`config.mk`:
```
export PLATFORM = sky130hd
export DESIGN_NAME = timer_ctrl_core
export DESIGN_NICKNAME = d
export VERILOG_FILES = /design/src/rtl/timer_pkg.sv /design/src/rtl/timer_prescaler.sv /design/src/rtl/timer_ctrl_core.sv
export SDC_FILE = /design/constraint.sdc
export NUM_CORES = 1
export LEC_CHECK = 0
export ABC_AREA = 1
export CAP_MARGIN = 5
export CORE_MARGIN = 1.5
export CORE_UTILIZATION = 47
export CTS_CLUSTER_DIAMETER = 50
export DETAILED_ROUTE_END_ITERATION = 8
export PLACE_DENSITY_LB_ADDON = 0.25
export SYNTH_ARGS = -nofsm -noshare
export SYNTH_HDL_FRONTEND = slang
export SYNTH_SLANG_ARGS = --single-unit
```
`constraint.sdc`:
```
create_clock -name CLK -period 1.6 [get_ports CLK]
set_clock_uncertainty 0.1 [all_clocks]
set_input_delay 0.24 -clock CLK [delete_from_list [all_inputs] [get_ports CLK]]
set_output_delay 0.24 -clock CLK [all_outputs]
set_load 0.005 [all_outputs]
```
`src/rtl/timer_pkg.sv`:
```
// Shared constants for the timer control core: TCR/TSR bit positions and
// the clock-select encoding.
package timer_pkg;

    // TCR bit positions
    localparam int unsigned TCR_CKS_LSB = 0;
    localparam int unsigned TCR_OVFIE   = 2;
    localparam int unsigned TCR_UDFIE   = 3;
    localparam int unsigned TCR_EN      = 4;
    localparam int unsigned TCR_DOWN    = 5;
    localparam int unsigned TCR_LOAD    = 7;

    // Number of TCR bits that are actually stored ([5:0])
    localparam int unsigned TCR_STORED_W = 6;

    // TSR bit positions
    localparam int unsigned TSR_OVF  = 0;
    localparam int unsigned TSR_UNDF = 1;

    // Clock-select encoding
    typedef enum logic [1:0] {
        CKS_DIV0 = 2'b00,
        CKS_DIV1 = 2'b01,
        CKS_DIV2 = 2'b10,
        CKS_DIV3 = 2'b11
    } cks_e;

    // Prescaler counter width; at least one bit even when DIV3 == 1
    function automatic int unsigned presc_width(input int unsigned div3);
        return (div3 > 1) ? $clog2(div3) : 1;
    endfunction

endpackage

```
`src/rtl/timer_prescaler.sv`:
```
// Free-running power-of-two prescaler. The counter is log2(DIV3) bits wide;
// a tick is raised when the low log2(DIVsel) bits are all ones, giving one
// tick every DIVsel cycles, the first one DIVsel cycles after a restart.
module timer_prescaler
    import timer_pkg::*;
#(
    parameter int unsigned DIV0 = 2,
    parameter int unsigned DIV1 = 4,
    parameter int unsigned DIV2 = 8,
    parameter int unsigned DIV3 = 16
) (
    input  logic       CLK,
    input  logic       RST,
    input  logic       EN,
    input  logic [1:0] CKS,
    input  logic       restart,
    output logic       tick
);

    localparam int unsigned PW = presc_width(DIV3);

    // DIV-1 is an all-ones mask of log2(DIV) bits since every DIV is a power of two
    localparam logic [PW-1:0] MASK0 = PW'(DIV0 - 1);
    localparam logic [PW-1:0] MASK1 = PW'(DIV1 - 1);
    localparam logic [PW-1:0] MASK2 = PW'(DIV2 - 1);
    localparam logic [PW-1:0] MASK3 = PW'(DIV3 - 1);

    logic [PW-1:0] cnt_q;
    logic [PW-1:0] cnt_d;
    logic [PW-1:0] mask;

    // Select the tick mask for the active divide ratio
    always_comb begin
        mask = MASK0;
        case (cks_e'(CKS))
            CKS_DIV0: mask = MASK0;
            CKS_DIV1: mask = MASK1;
            CKS_DIV2: mask = MASK2;
            CKS_DIV3: mask = MASK3;
            default:  mask = MASK0;
        endcase
    end

    // Next prescaler count: cleared on restart, held at zero while disabled
    always_comb begin
        cnt_d = cnt_q;
        if (restart) begin
            cnt_d = '0;
        end else if (EN) begin
            cnt_d = cnt_q + PW'(1);
        end else begin
            cnt_d = '0;
        end
    end

    // Prescaler count register
    always_ff @(posedge CLK or posedge RST) begin
        if (RST) begin
            cnt_q <= '0;
        end else begin
            cnt_q <= cnt_d;
        end
    end

    assign tick = EN & ((cnt_q & mask) == mask);

endmodule

```
`src/rtl/timer_ctrl_core.sv`:
```
// Timer control core: TCR storage, prescaler, WIDTH-bit up/down counter
// with reload, sticky OVF/UNDF flags with write-1-to-clear, and maskable IRQ.
module timer_ctrl_core
    import timer_pkg::*;
#(
    parameter int unsigned WIDTH = 8,
    parameter int unsigned DIV0  = 2,
    parameter int unsigned DIV1  = 4,
    parameter int unsigned DIV2  = 8,
    parameter int unsigned DIV3  = 16
) (
    input  logic             CLK,
    input  logic             RST,
    input  logic             TCR_WR_IN,
    input  logic [7:0]       TCR_IN,
    input  logic [WIDTH-1:0] TDR_IN,
    input  logic [1:0]       TSR_CLR_IN,
    output logic [WIDTH-1:0] TCNT_OUT,
    output logic [1:0]       TSR_OUT,
    output logic [7:0]       TCR_OUT,
    output logic [1:0]       CLK_SEL_OUT,
    output logic             TICK_OUT,
    output logic             IRQ_OUT
);

    logic [TCR_STORED_W-1:0] tcr_q;
    logic [TCR_STORED_W-1:0] tcr_d;
    logic [WIDTH-1:0]        tcnt_q;
    logic [WIDTH-1:0]        tcnt_d;
    logic [1:0]              tsr_q;
    logic [1:0]              tsr_d;
    logic [1:0]              tsr_set;

    logic load;
    logic presc_restart;
    logic tick;
    logic tcr_rsvd_unused;

    // Reserved TCR bit is accepted on the bus but never stored
    assign tcr_rsvd_unused = TCR_IN[6];

    assign load = TCR_WR_IN & TCR_IN[TCR_LOAD];

    // Control register update and prescaler restart detection
    always_comb begin
        tcr_d         = tcr_q;
        presc_restart = load;
        if (TCR_WR_IN) begin
            tcr_d = TCR_IN[TCR_STORED_W-1:0];
            if ((TCR_IN[TCR_CKS_LSB +: 2] != tcr_q[TCR_CKS_LSB +: 2]) ||
                (TCR_IN[TCR_EN] != tcr_q[TCR_EN])) begin
                presc_restart = 1'b1;
            end
        end
    end

    timer_prescaler #(
        .DIV0 (DIV0),
        .DIV1 (DIV1),
        .DIV2 (DIV2),
        .DIV3 (DIV3)
    ) u_prescaler (
        .CLK     (CLK),
        .RST     (RST),
        .EN      (tcr_q[TCR_EN]),
        .CKS     (tcr_q[TCR_CKS_LSB +: 2]),
        .restart (presc_restart),
        .tick    (tick)
    );

    // Counter step / reload and flag update; a LOAD swallows a same-cycle tick,
    // and a flag set outranks a same-cycle clear of that flag
    always_comb begin
        tcnt_d  = tcnt_q;
        tsr_set = '0;
        if (load) begin
            tcnt_d = TDR_IN;
        end else if (tick) begin
            if (tcr_q[TCR_DOWN]) begin
                if (tcnt_q == '0) begin
                    tcnt_d            = '1;
                    tsr_set[TSR_UNDF] = 1'b1;
                end else begin
                    tcnt_d = tcnt_q - WIDTH'(1);
                end
            end else begin
                if (tcnt_q == '1) begin
                    tcnt_d           = '0;
                    tsr_set[TSR_OVF] = 1'b1;
                end else begin
                    tcnt_d = tcnt_q + WIDTH'(1);
                end
            end
        end
        tsr_d = (tsr_q & ~TSR_CLR_IN) | tsr_set;
    end

    // Control, count and status registers
    always_ff @(posedge CLK or posedge RST) begin
        if (RST) begin
            tcr_q  <= '0;
            tcnt_q <= '0;
            tsr_q  <= '0;
        end else begin
            tcr_q  <= tcr_d;
            tcnt_q <= tcnt_d;
            tsr_q  <= tsr_d;
        end
    end

    assign TCNT_OUT    = tcnt_q;
    assign TSR_OUT     = tsr_q;
    assign TCR_OUT     = {2'b00, tcr_q};
    assign CLK_SEL_OUT = tcr_q[TCR_CKS_LSB +: 2];
    assign TICK_OUT    = tick;
    assign IRQ_OUT     = (tsr_q[TSR_OVF]  & tcr_q[TCR_OVFIE]) |
                         (tsr_q[TSR_UNDF] & tcr_q[TCR_UDFIE]);

endmodule

```
After elaboration in Yosys (flattened, before gate mapping):

Cells that the tools add are included.

* flip-flop bits (word level): 20
* input bits: 21
* output and inout port bits: 22
* word-level logic and storage cells: 43

* add/sub/neg operators: 3
* equal/unequal tests: 7
* muxes and demuxes: 16
* bitwise operators: 9
* reductions and logical operators: 4

Operators by type and width (count)
* 8-bit two-way mux: 5
* 4-bit case mux with 4 select lines: 1
* 8-bit by 1-bit adder with 8-bit output (second input constant): 1
* 8-bit == test (second input constant): 1
* 8-bit logical NOT: 1
* 4-bit two-way mux: 2
* 8-bit by 1-bit subtractor with 8-bit output (second input constant): 1
* 1-bit two-way mux: 6
* 4-bit by 1-bit adder with 4-bit output (second input constant): 1
* 1-bit AND: 4
* 4-bit AND: 1
* 2-bit == test (second input constant): 2
* 4-bit == test: 1
* 2-bit two-way mux: 2
* 2-bit AND: 1
* 2-bit by 1-bit == test with 1-bit output (second input constant): 1
* 2-bit logical NOT: 1
* 2-bit inequality test: 1
* 2-bit inverter: 1
* 2-bit bitwise OR: 1
* 2-bit nonzero test: 1
* 1-bit logical OR: 1
* 1-bit inequality test: 1
* 1-bit bitwise OR: 1

Depth between registers and ports, before layout:

* depth after elaboration: 8
* gate-level depth with buffers: 11

By module:

From an unflattened synthesis, not the netlist that was laid out.

* cells, all modules: 213
* area, all modules: 1467.7 µm²

Modules (own cells, without submodules)
* timer_ctrl_core: times used 1, cells each 184, area each 1249.9 µm², sequential area each 400.4 µm²
* timer_prescaler: times used 1, cells each 29, area each 217.7 µm², sequential area each 100.1 µm²

Worst setup path after synthesis:

No wires, ideal clock.

* path type: register to register
* start point: reg tcnt_q[0] (netlist: TCNT_OUT[0])
* end point: reg tcnt_q[2] (netlist: TCNT_OUT[2])
* setup time: 126 ps
* arrival time: 1238 ps
* path slack: 136 ps
* stages on the path, launching flop included: 9
* path through: dfrtp_1 -> inv_2 -> ha_1 -> inv_1 -> nor2_1 -> o21ai_0 -> nand4_1 -> nand2_1 -> o21ai_0

* word-level cells in the longest chain between the ends: 5
* elaborated cells on any way between the ends: 9
* those cells by class: 2 x add/sub; 1 x eq/ne; 5 x mux; 1 x reduce/logical

Ends and longest elaborated chain
* from (decl): line timer_ctrl_core.sv:28 `logic [WIDTH-1:0] tcnt_q;`
* from (signal assigned): line timer_ctrl_core.sv:106 `tcnt_q <= tcnt_d;`
* 8-bit by 1-bit adder with 8-bit output (tied with other cells): line timer_ctrl_core.sv:91 `tcnt_d = tcnt_q + WIDTH'(1);`
* 8-bit two-way mux, on equally long branches: line timer_ctrl_core.sv:87, timer_ctrl_core.sv:80
* 8-bit two-way mux (*): line timer_ctrl_core.sv:79 `if (tcr_q[TCR_DOWN]) begin`
* 8-bit two-way mux (*): line timer_ctrl_core.sv:78 `end else if (tick) begin`
* 8-bit two-way mux (*): line timer_ctrl_core.sv:76 `if (load) begin`

Mark *: on every way between the ends. The rest lies on a longest branch, timed or not. The select of a mux whose other input is x is not followed.
A chain may end at the register's enable or synchronous reset.

Final worst setup path:

* start point: reg tcr_q[0]
* end point: out TICK_OUT

* word-level cells in the longest chain between the ends: 5
* elaborated cells on any way between the ends: 8
* those cells by class: 4 x eq/ne; 1 x mux; 2 x bitwise; 1 x reduce/logical

Ends and longest elaborated chain
* from (decl): line timer_ctrl_core.sv:26 `logic [TCR_STORED_W-1:0] tcr_q;`
* from (signal assigned): line timer_ctrl_core.sv:105 `tcr_q <= tcr_d;`
* 2-bit == test (tied with other cells): line timer_prescaler.sv:35 `case (cks_e'(CKS))`
* 4-bit case mux with 4 select lines (*): line timer_prescaler.sv:35
* 4-bit AND: line timer_prescaler.sv:65 `assign tick = EN & ((cnt_q & mask) == mask);`
* 4-bit == test (*): line timer_prescaler.sv:65
* 1-bit AND (*): line timer_prescaler.sv:65
* to (decl): line timer_ctrl_core.sv:22 `output logic TICK_OUT,`

Marked as above.

==> metrics.txt <==
Pwr per Cell Area 927 nW/µm²; wire length after detailed routing 4.08 mm; DRC violation count after routing 0; pin count of the biggest net entering global routing 21; routability congestion estimate from global placement 0.912; number of antenna-violating nets in the routed design 0; type of the setup path with the least slack register to primary output; most frequent standard cell in the layout excluding fill and tap cells nand2_1; top library cells by usage in the layout, fill and taps aside nand2_1, clkdlybuf4s50_1, nand3_1; total via count in the routed design 1,591; clock root buffer clkbuf_4; worst-path maximum fanout 3; HPWL after detailed placement 2.74 mm; initial core utilization 50.9%; initial antenna violation count 0; die outline width 58.6 µm; floorplan row count 19; area of the core 2850 µm²; static leakage power 1.07 nW; number of max-cap violations 0; clock buffers created by TritonCTS 3; global-route usage over all layers 24.0%; distinct cell type count of the synthesized netlist 30; smallest hold slack 140 ps; Final period util 97.5%; Setup WS pre-CTS 7.55 ps; worst IR drop on VDD 719 µV; hold violation count in the final report 0; Syn Std Cell Area 1450 µm²; kind of end point of the critical path primary output; worst hold path type input pin to async pin; nets 297; maximum clock rate 641 MHz; final setup violating endpoints 0; number of inserted diodes 0; startpoint kind of the worst setup timing path register; post-layout min period 1560 ps; IO Port Bufs 39; synthesized area per cell 7.05 µm²; clock tree from TritonCTS built; Die ar. 3430 µm²; final cell count without fillers 302; Syn-to-layout area delta 54.5%; Max Buffers Root-to-Sink 2; top-level port count 43; H-tree Lvls 1; setup slack, reg-to-reg 40 ps; flip-flop and latch count after synthesis 20; via density per instance 5.27; average wire length per cell after detail routing 13.5 µm; fin area 2240 µm²; post-synthesis sequential area ratio 34.5%; number of global-route vias before repair 1,436; CP required 1260 ps; unrepaired setup endpoints after global routing true; global-route wire length before repair 6.43 mm; total of hold buffers inserted after clock tree synthesis 0; Vert. Die Dim 58.6 µm; worst path arrival time 1220 ps; DRT Pass-1 Iters 4; Worst Slack Setup Final 40.2 ps; DP Area 1930 µm²; share of final-layout standard cells stronger than drive strength 1 29.5%; GRT overflow 0; Detailed Route Iter0 Violations 64; clock transition at the registers of the reported paths 120 ps; Clock Latency Late Sink 310 ps; final max-slew violation count 0; post-route total power 2.08 mW; Total Neg Setup Slack 0 ps; run status finished, final reports clean; instance count of the mapped netlist 206; Sink Count 20; Final Util 78.7%; count of yosys warnings during synthesis 0; post-placement cell count 281
flip-flops by register name, summed over array words and instances (netlist names):
name               cells
TCNT_OUT               8
TSR_OUT                2
tcr_q                  6
u_prescaler.cnt_q      4
Yosys cell counts:
library cell  number  area share (%)
a21oi_1            3             1.0
a21oi_2            1            0.60
buf_2              3             1.0
buf_4              6             3.1
clkbuf_1           1            0.26
conb_1             1            0.26
dfrtp_1           20              34
ha_1               4             3.4
inv_1             18             4.7
inv_2              6             1.6
mux2_2             1            0.78
nand2_1           52              13
nand2_2            4             1.7
nand2_4            1            0.78
nand3_1           29              10
nand4_1            2            0.86
nor2_1            16             4.1
nor2_2             2            0.86
nor2_4             1            0.78
nor3_1             3             1.0
nor3_4             1             1.1
o211ai_1           1            0.52
o21a_1             5             2.6
o21a_2             1            0.60
o21ai_0           11             3.8
o21ai_1            2            0.69
o22ai_1            3             1.3
or2_2              1            0.43
xnor2_1            5             3.0
xor2_1             2             1.2
layer usage:
| layer | GRT usage, % | wire length (µm) | up-vias |
|---|---|---|---|
| met3 | 3.52 | 223 | 3 |
| li1 | - | - | 792 |
| met5 | 0 | 0 | - |
| met1 | 32.7 | 1860 | 738 |
| met2 | 39.5 | 1980 | 58 |
| met4 | 7.79 | 25 | 0 |
final cells by class:
class | count | area, µm²
tap | 31 | 38.8
sequential | 20 | 509
inverter | 24 | 100
fill | 199 | 608
multi-input combinational | 153 | 907
clock buffer | 3 | 22.5
clock inverter | 1 | 30.0
timing repair buffer | 70 | 637
final timing paths:
check / start / end / cells past startpoint
setup reg to reg: TCNT_OUT[0]$_DFFE_PP0P_ / TCNT_OUT[6]$_DFFE_PP0P_ / 9
hold / removal: RST / TCNT_OUT[0]$_DFFE_PP0P_ / 3
setup / recovery: tcr_q[0]$_DFFE_PP0P_ / TICK_OUT / 6
hold reg to reg: u_prescaler.cnt_q[0]$_DFF_PP0_ / u_prescaler.cnt_q[0]$_DFF_PP0_ / 2
max in group asynchronous: RST / TCNT_OUT[7]$_DFFE_PP0P_ / 3
min in group CLK: TCR_IN[2] / tcr_q[2]$_DFFE_PP0P_ / 3
kinds of logic after synthesis:
group | after synthesis | synth area share (%)
AOI/OAI and AO/OA | 27 | 11.1
xor gates and xnor gates | 7 | 4.22
adders and majority gates | 4 | 3.45
buffers and inverters | 34 | 10.6
DFF | 20 | 34.5
muxes | 1 | 0.775
other | 1 | 0.258
and+or+nand+nor | 112 | 35.1
critical path, cell delays in order, from the launching register on:
cell	delay (ps)
dfrtp_1	410
inv_1	70
o21ai_1	120
nand2_1	100
nand2_4	70
inv_2	40
clkbuf_2	100
power by group:
group	total (mW)	leakage [nW]	switching [mW]	internal, mW
sequential	0.618	0.246	0.0426	0.576
combinational	1.04	0.798	0.546	0.491
clock	0.425	0.0279	0.172	0.253
repair_timing:
| action | 4_1_cts | 5_1_grt |
|---|---|---|
| pin swaps | 1 | 18 |
| gates resized for setup | 19 | 38 |
| setup buffers | 11 | 6 |
| setup endpoints to repair | 18 | 13 |
Power figures use the tool's default switching activity.
